$ cat src/rtl/syn_fifo_param.sv
`timescale 1ns/1ps
// ---------------------------------------------------------------------------
// syn_fifo_param
//
// Single-clock FIFO with a configurable data width and a power-of-two depth.
// Besides the usual full/empty flags it provides programmable almost-full and
// almost-empty thresholds, an occupancy count, and one-cycle status pulses.
// These pulses report each accepted or rejected request.
//
// Parameters:
//   DATA_WIDTH  width of din/dout
//   ADDR_WIDTH  log2 of the depth (DEPTH = 2**ADDR_WIDTH)
//   PROG_FULL   almost_full when occupancy >= PROG_FULL
//   PROG_EMPTY  almost_empty when occupancy <= PROG_EMPTY
//
// Ports:
//   clk           rising-edge clock for all logic
//   srst_n        synchronous reset, active low
//   din / wr_en   write data and write request
//   rd_en         read request
//   dout          registered read data, held when no read is accepted
//   valid         dout was loaded by a read accepted on the previous edge
//   wr_ack        a write was accepted on the previous edge
//   overflow      a write was rejected (FIFO full) on the previous edge
//   underflow     a read was rejected (FIFO empty) on the previous edge
//   full, empty, almost_full, almost_empty, data_count
//                 occupancy status after the most recent edge
// ---------------------------------------------------------------------------
module syn_fifo_param #(
  parameter int DATA_WIDTH = 8,
  parameter int ADDR_WIDTH = 9,
  parameter int PROG_FULL  = 2**ADDR_WIDTH - 4,
  parameter int PROG_EMPTY = 4
) (
  input  logic                  clk,
  input  logic                  srst_n,
  input  logic [DATA_WIDTH-1:0] din,
  input  logic                  wr_en,
  input  logic                  rd_en,
  output logic [DATA_WIDTH-1:0] dout,
  output logic                  valid,
  output logic                  wr_ack,
  output logic                  full,
  output logic                  empty,
  output logic                  almost_full,
  output logic                  almost_empty,
  output logic [ADDR_WIDTH:0]   data_count,
  output logic                  overflow,
  output logic                  underflow
);

  localparam int DEPTH = 2**ADDR_WIDTH;

  localparam logic [ADDR_WIDTH:0]   DEPTH_C      = (ADDR_WIDTH+1)'(DEPTH);
  localparam logic [ADDR_WIDTH:0]   PROG_FULL_C  = (ADDR_WIDTH+1)'(PROG_FULL);
  localparam logic [ADDR_WIDTH:0]   PROG_EMPTY_C = (ADDR_WIDTH+1)'(PROG_EMPTY);
  localparam logic [ADDR_WIDTH:0]   CNT_ONE      = (ADDR_WIDTH+1)'(1);
  localparam logic [ADDR_WIDTH-1:0] PTR_ONE      = ADDR_WIDTH'(1);

  logic [DATA_WIDTH-1:0] mem [DEPTH];

  logic [ADDR_WIDTH-1:0] wptr_q, wptr_d;
  logic [ADDR_WIDTH-1:0] rptr_q, rptr_d;
  logic [ADDR_WIDTH:0]   count_q, count_d;
  logic [DATA_WIDTH-1:0] dout_q, dout_d;
  logic                  valid_q, valid_d;
  logic                  wr_ack_q, wr_ack_d;
  logic                  overflow_q, overflow_d;
  logic                  underflow_q, underflow_d;
  logic                  full_q, full_d;
  logic                  empty_q, empty_d;
  logic                  almost_full_q, almost_full_d;
  logic                  almost_empty_q, almost_empty_d;

  logic                  wr_accept;
  logic                  rd_accept;

  // Acceptance uses the registered flags. So when both requests arrive on a
  // full FIFO, only the read is taken. On an empty FIFO, only the write is
  // taken.
  // Status flags are derived from the next count, so they describe the FIFO
  // as it will be after this edge.
  always_comb begin
    wr_accept = wr_en && !full_q;
    rd_accept = rd_en && !empty_q;

    wptr_d = wr_accept ? (wptr_q + PTR_ONE) : wptr_q;
    rptr_d = rd_accept ? (rptr_q + PTR_ONE) : rptr_q;

    count_d = count_q;
    if (wr_accept && !rd_accept) begin
      count_d = count_q + CNT_ONE;
    end else if (rd_accept && !wr_accept) begin
      count_d = count_q - CNT_ONE;
    end

    dout_d      = rd_accept ? mem[rptr_q] : dout_q;
    valid_d     = rd_accept;
    wr_ack_d    = wr_accept;
    overflow_d  = wr_en && !wr_accept;
    underflow_d = rd_en && !rd_accept;

    full_d         = (count_d == DEPTH_C);
    empty_d        = (count_d == '0);
    almost_full_d  = (count_d >= PROG_FULL_C);
    almost_empty_d = (count_d <= PROG_EMPTY_C);
  end

  // The storage array has no reset. Writes are suppressed while reset is
  // asserted, so a reset cycle never deposits data.
  always_ff @(posedge clk) begin
    if (srst_n && wr_accept) begin
      mem[wptr_q] <= din;
    end
  end

  // Control and output registers. Reset overrides any request in the same
  // cycle and discards everything that was queued.
  always_ff @(posedge clk) begin
    if (!srst_n) begin
      wptr_q         <= '0;
      rptr_q         <= '0;
      count_q        <= '0;
      dout_q         <= '0;
      valid_q        <= 1'b0;
      wr_ack_q       <= 1'b0;
      overflow_q     <= 1'b0;
      underflow_q    <= 1'b0;
      full_q         <= 1'b0;
      empty_q        <= 1'b1;
      almost_full_q  <= (PROG_FULL == 0);
      almost_empty_q <= 1'b1;
    end else begin
      wptr_q         <= wptr_d;
      rptr_q         <= rptr_d;
      count_q        <= count_d;
      dout_q         <= dout_d;
      valid_q        <= valid_d;
      wr_ack_q       <= wr_ack_d;
      overflow_q     <= overflow_d;
      underflow_q    <= underflow_d;
      full_q         <= full_d;
      empty_q        <= empty_d;
      almost_full_q  <= almost_full_d;
      almost_empty_q <= almost_empty_d;
    end
  end

  assign dout         = dout_q;
  assign valid        = valid_q;
  assign wr_ack       = wr_ack_q;
  assign overflow     = overflow_q;
  assign underflow    = underflow_q;
  assign full         = full_q;
  assign empty        = empty_q;
  assign almost_full  = almost_full_q;
  assign almost_empty = almost_empty_q;
  assign data_count   = count_q;

endmodule

$ cat config.mk
export PLATFORM = sky130hd
export DESIGN_NAME = syn_fifo_param
export DESIGN_NICKNAME = d
export VERILOG_FILES = /design/src/rtl/syn_fifo_param.sv
export SDC_FILE = /design/constraint.sdc
export NUM_CORES = 2
export LEC_CHECK = 0
export CAP_MARGIN = 20
export CORE_MARGIN = 4
export CORE_UTILIZATION = 40
export DETAILED_ROUTE_END_ITERATION = 12
export PLACE_DENSITY = 0.59
export SETUP_SLACK_MARGIN = 0.3
export SYNTH_ARGS = -nofsm -noshare
export SYNTH_HDL_FRONTEND = slang
export SYNTH_SLANG_ARGS = --single-unit
$ cat constraint.sdc
create_clock -name clk -period 3.8 [get_ports clk]
set_input_delay 0.57 -clock clk [delete_from_list [all_inputs] [get_ports clk]]
set_output_delay 0.57 -clock clk [all_outputs]
set_load 0.02 [all_outputs]
### Yosys cells after proc, flatten, opt, wreduce, memory -nomap -nowiden

Memories as Yosys holds them, arrays and structs flattened. A register that Yosys moved wholly into a read port is not among the register bits.
Index checks and enable logic that the tools add are counted.

| word-level totals | value |
|---|---|
| register bits after elaboration | 36 |
| memory bits (writable) | 4,096 |
| logic and storage cells | 36 |
| memories | 1 |

Memory list:

| name | words | width | read ports | clocked after Yosys merged registers in | wr ports | RTL line | RTL |
|---|---|---|---|---|---|---|---|
| mem | 512 | 8 | 1 | 1 | 1 | 60 | `logic [DATA_WIDTH-1:0] mem [DEPTH];` |

| cells by class | value |
|---|---|
| add/sub/neg operators | 4 |
| $lt $le $gt $ge | 2 |
| eq/ne operators | 1 |
| muxes and demuxes | 4 |
| reduce and logical (&&, ||, !) cells | 13 |

Operator list:

| cell | count |
|---|---|
| $mux 10 | 2 |
| $add 9x1->9 const B | 2 |
| $add 10x1->10 const B | 1 |
| $eq 10x10->1 const B | 1 |
| $ge 10x9->1 const B | 1 |
| $le 10x3->1 const B | 1 |
| $logic_not 10->1 | 1 |
| $sub 10x1->10 const B | 1 |
| $logic_and 1x1->1 | 7 |
| $logic_not 1->1 | 5 |
| $mux 1 | 2 |

### Logic depth before layout (Yosys ltp)

| depth | value |
|---|---|
| depth after elaboration | 7 |
| mapped depth | 14 |

### Worst setup path before layout

OpenSTA, ideal clock, no wires.

| timing | value |
|---|---|
| kind | register -> register |
| start | register rptr_q[0] |
| end | register dout_q[2], in the netlist dout[2], read port of mem |
| setup time | 0.117 ns |
| data arrival time | 2.716 ns |
| setup slack | 0.966 ns |
| cell stages (with the launch flop) | 12 |
| buffers on the path | 5 |
| period minus slack after synthesis | 2.834 ns |
| cell sequence | dfxtp_1 -> buf_4 -> buf_6 -> buf_4 -> buf_2 -> buf_4 -> mux4_2 -> a211oi_1 -> o21ai_0 -> a31oi_1 -> o311ai_1 -> a32o_1 |

RTL lines:

| what | RTL line | RTL |
|---|---|---|
| start, declared | 63 | `logic [ADDR_WIDTH-1:0] rptr_q, rptr_d;` |
| start signal, assigned | 135 | `rptr_q <= rptr_d;` |
| end, declared | 65 | `logic [DATA_WIDTH-1:0] dout_q, dout_d;` |

==> results.cfg <==
[timing]
tns_ns = 0
relSlewSlack = 0.0886
fin_skew_ns = 0.0923
fmax_mhz = 279
hold_viol = 0
setup_viol = 0
drv_slew = 0
period_share = 0.945
rsz0062_at_grt = yes
worst_pin_slew_ns = 1.37
fin_crit_ns = 3.59

[worst_hold_path]
min_path_type = in2reg
worstHoldStart = srst_n
hold_end = wptr_q[3]$_SDFFE_PN0P_
hold_path_depth = 2

[floorplan]
start_util = 0.403
rows = 232
die_w_um = 642
ios = 38
die_area_um2 = 413000
coreArea_um2 = 400000
die_y_um = 642

[worst_setup_path]
crit_type = reg2reg
critPathRequiredTime_ns = 4.68
end_kind = register
reg2reg_depth = 10
cp.arrival_ns = 4.47
critPathLaunchType = register
r2r-start = rptr_q[1]$_SDFFE_PN0N_
r2r-end = dout[5]$_SDFFE_PN0N_
crit_fanout = 23
rrSetupSlack_ns = 0.21

[yosys]
synth_cell_type_count = 76
synthMuxAreaShare = 0.162
synth_top_family_by_area = multiplexers
synth_nets = 7611
ys_seq_area_frac = 0.769
synthesis.area_um2 = 161000
syn_area_per_cell_um2 = 21.2
synth_fa_ha_area_frac = 0.000544
synthXorXnorAreaFrac = 0.00131
ys_ff_latch = 4140
synth_top_cell_by_area = edfxtp_1
yosys.area.top_type_share = 0.764
ys_warn_count = 0
synth_ff_type = edfxtp_1
synth-simple-area-share = 0.0278
synth_compound_area_frac = 0.0231
async_flop_share = 0
syn_inst = 7592
synth_area_leaders = edfxtp_1 76%, mux4_2 14%, mux2i_1 2.0%
synth_edf_count = 4096

[layout]
fill_cells = 32500
fin_area_um2 = 191000
nNetsFinal = 8871
drive_gt1_frac = 0.326
area_growth_pct = 18.7
final_cell_mix = 4096 x edfxtp_1, 1109 x buf_4, 997 x mux4_2
mostFrequentLayoutCell = edfxtp_1

[grt]
grt_max_degree = 161
grt_overflow = 0
first_global_vias = 84900
antenna_found_initial = 37
grt_usage = 0.229
grt_pass1_wl_um = 673000

[drt]
firstDrtPassIters = 6
drt_iter0_drc = 12400
drc = 0
ant_nets = 0
wl_um = 482000
viasPerCell = 5.91
wl_per_cell_um = 33.3
num_vias = 85700

[status]
status = finished, final reports clean

[placed_design]
place_area_um2 = 176000
gp_congestion = 0.906
place_hpwl_um = 305000
portBuffers = 37

[clocking]
clk_latency_ns = 1.00
htree_levels = 5
clkTransAtPathRegs_ns = 0.06
numCtsBuffers = 418
cts_root_buf = clkbuf_16
cts_tree = done
cts.sinks = 4140
cts_buffer_depth = 4

[power]
ir_drop_v = 0.000381
cellPowerDensity_nw_per_um2 = 530
power_leakage_nw = 60.6

[job]
drv_cap = 0
-- routing by layer --
metal	global-route usage	wire (um)	vias to the layer above	part of all wire
met5	0	69	-	0.00014
met4	0.0886	20800	12	0.043
met3	0.0475	50200	894	0.10
met2	0.349	221000	4719	0.46
met1	0.324	190000	45800	0.39
li1	-	-	34200	-
-- sequential cells by signal (all words and copies together) (netlist names) --
name and cells:
mem 4096, data_count 10, rptr_q 9, wptr_q 9, dout 8, almost_empty 1, almost_full 1, empty 1
full 1, overflow 1, underflow 1, valid 1, wr_ack 1
-- logic make-up (layout without fill, tap and decap cells) --
kind of cell | count (synthesis) | in the layout
XOR/XNOR | 24 | 24
AND/OR/NAND/NOR | 1055 | 1055
flip-flops | 4140 | 4140
AO/OA/AOI/OAI | 529 | 529
other | 0 | 19
multiplexers | 1355 | 1355
buffers and inverters | 482 | 2088
adder cells (fa/ha/maj) | 7 | 7
-- where the power goes --
group / switching, mW / internal (mW)
clock network: 17.5 / 23.3
logic: 5.25 / 4.85
registers: 0.112 / 50.2
-- metrics by stage --
stage / util / hold WS, ns / setup WS [ns] / total power, mW / std cells
floorplan: - / 0.489 / 0.966 / 57.3 / 7592
global placement: 0.441 / 0.506 / -0.471 / 60.9 / 13600
detailed placement: 0.441 / 0.516 / -0.422 / 61.0 / 13600
CTS: 0.476 / 0.0131 / 0.224 / 102 / 14400
global route: 0.478 / 0.0651 / 0.270 / 104 / 14500
finish: 0.478 / 0.113 / 0.210 / 101 / 14500
-- cell usage after synthesis (all sizes together) (8+ instances only) --
master / n
a2111oi: 9
a211o: 9
dfxtp: 44
and2: 33
o311ai: 10
mux2i: 328
clkbuf: 186
a221oi: 35
a22o: 9
a32oi: 12
edfxtp: 4096
inv: 13
a22oi: 51
o21ai: 73
nand4: 14
nand2: 260
nand2b: 10
buf: 283
nor2: 570
a31oi: 17
o211ai: 21
a21oi: 80
and3: 11
nor2b: 19
a211oi: 23
xnor2: 17
o22ai: 71
nor3: 27
o31ai: 8
o221ai: 46
mux4: 997
mux2: 30
nand3: 65
-- how the worst max path moves through the flow --
stage,startpoint,endpoint,slack [ns],depth (start not counted)
2_1_floorplan,rptr_q[0]$_SDFFE_PN0N_,dout[2]$_SDFFE_PN0N_,0.97,11
3_5_place_dp,rptr_q[0]$_SDFFE_PN0N_,dout[4]$_SDFFE_PN0N_,-0.42,10
6_report,rptr_q[1]$_SDFFE_PN0N_,dout[5]$_SDFFE_PN0N_,0.21,10
4_1_cts,rptr_q[0]$_SDFFE_PN0N_,dout[7]$_SDFFE_PN0N_,0.22,12
5_1_grt,rptr_q[0]$_SDFFE_PN0N_,dout[5]$_SDFFE_PN0N_,0.27,11
3_3_place_gp,rptr_q[0]$_SDFFE_PN0N_,dout[4]$_SDFFE_PN0N_,-0.47,10
-- layout make-up --
type                       instances  area, um^2  area share
sequential                      4140      124000       0.648
multi-input combinational       2970       35100       0.183
timing repair buffer            1309       12000      0.0628
clock buffer                     515       11000      0.0574
tap                             5265        6590      0.0345
clock inverter                   251        2530      0.0133
inverter                          13        58.8    0.000308
antenna                           19        47.5    0.000249
-- critical path, cell delays in order, from the launching register on --
cell and delay [ns]:
dfxtp_4 0.50, buf_12 0.28, buf_12 0.24, buf_4 0.24, mux2_2 0.38, o22ai_1 0.21
o41ai_1 0.13, a31oi_1 0.23, o221ai_1 0.52, a221o_1 0.52, o311a_1 0.12
-- what timing repair did --
item	CTS	global route
endpoints found under the hold margin	12	0
gates cloned	2	5
gates resized for setup	44	51
hold buffers	1	0
pin swaps	2	7
setup buffers	22	30
endpoints found under the setup margin	8	8
No activity file was read; power rests on OpenSTA's default activity.
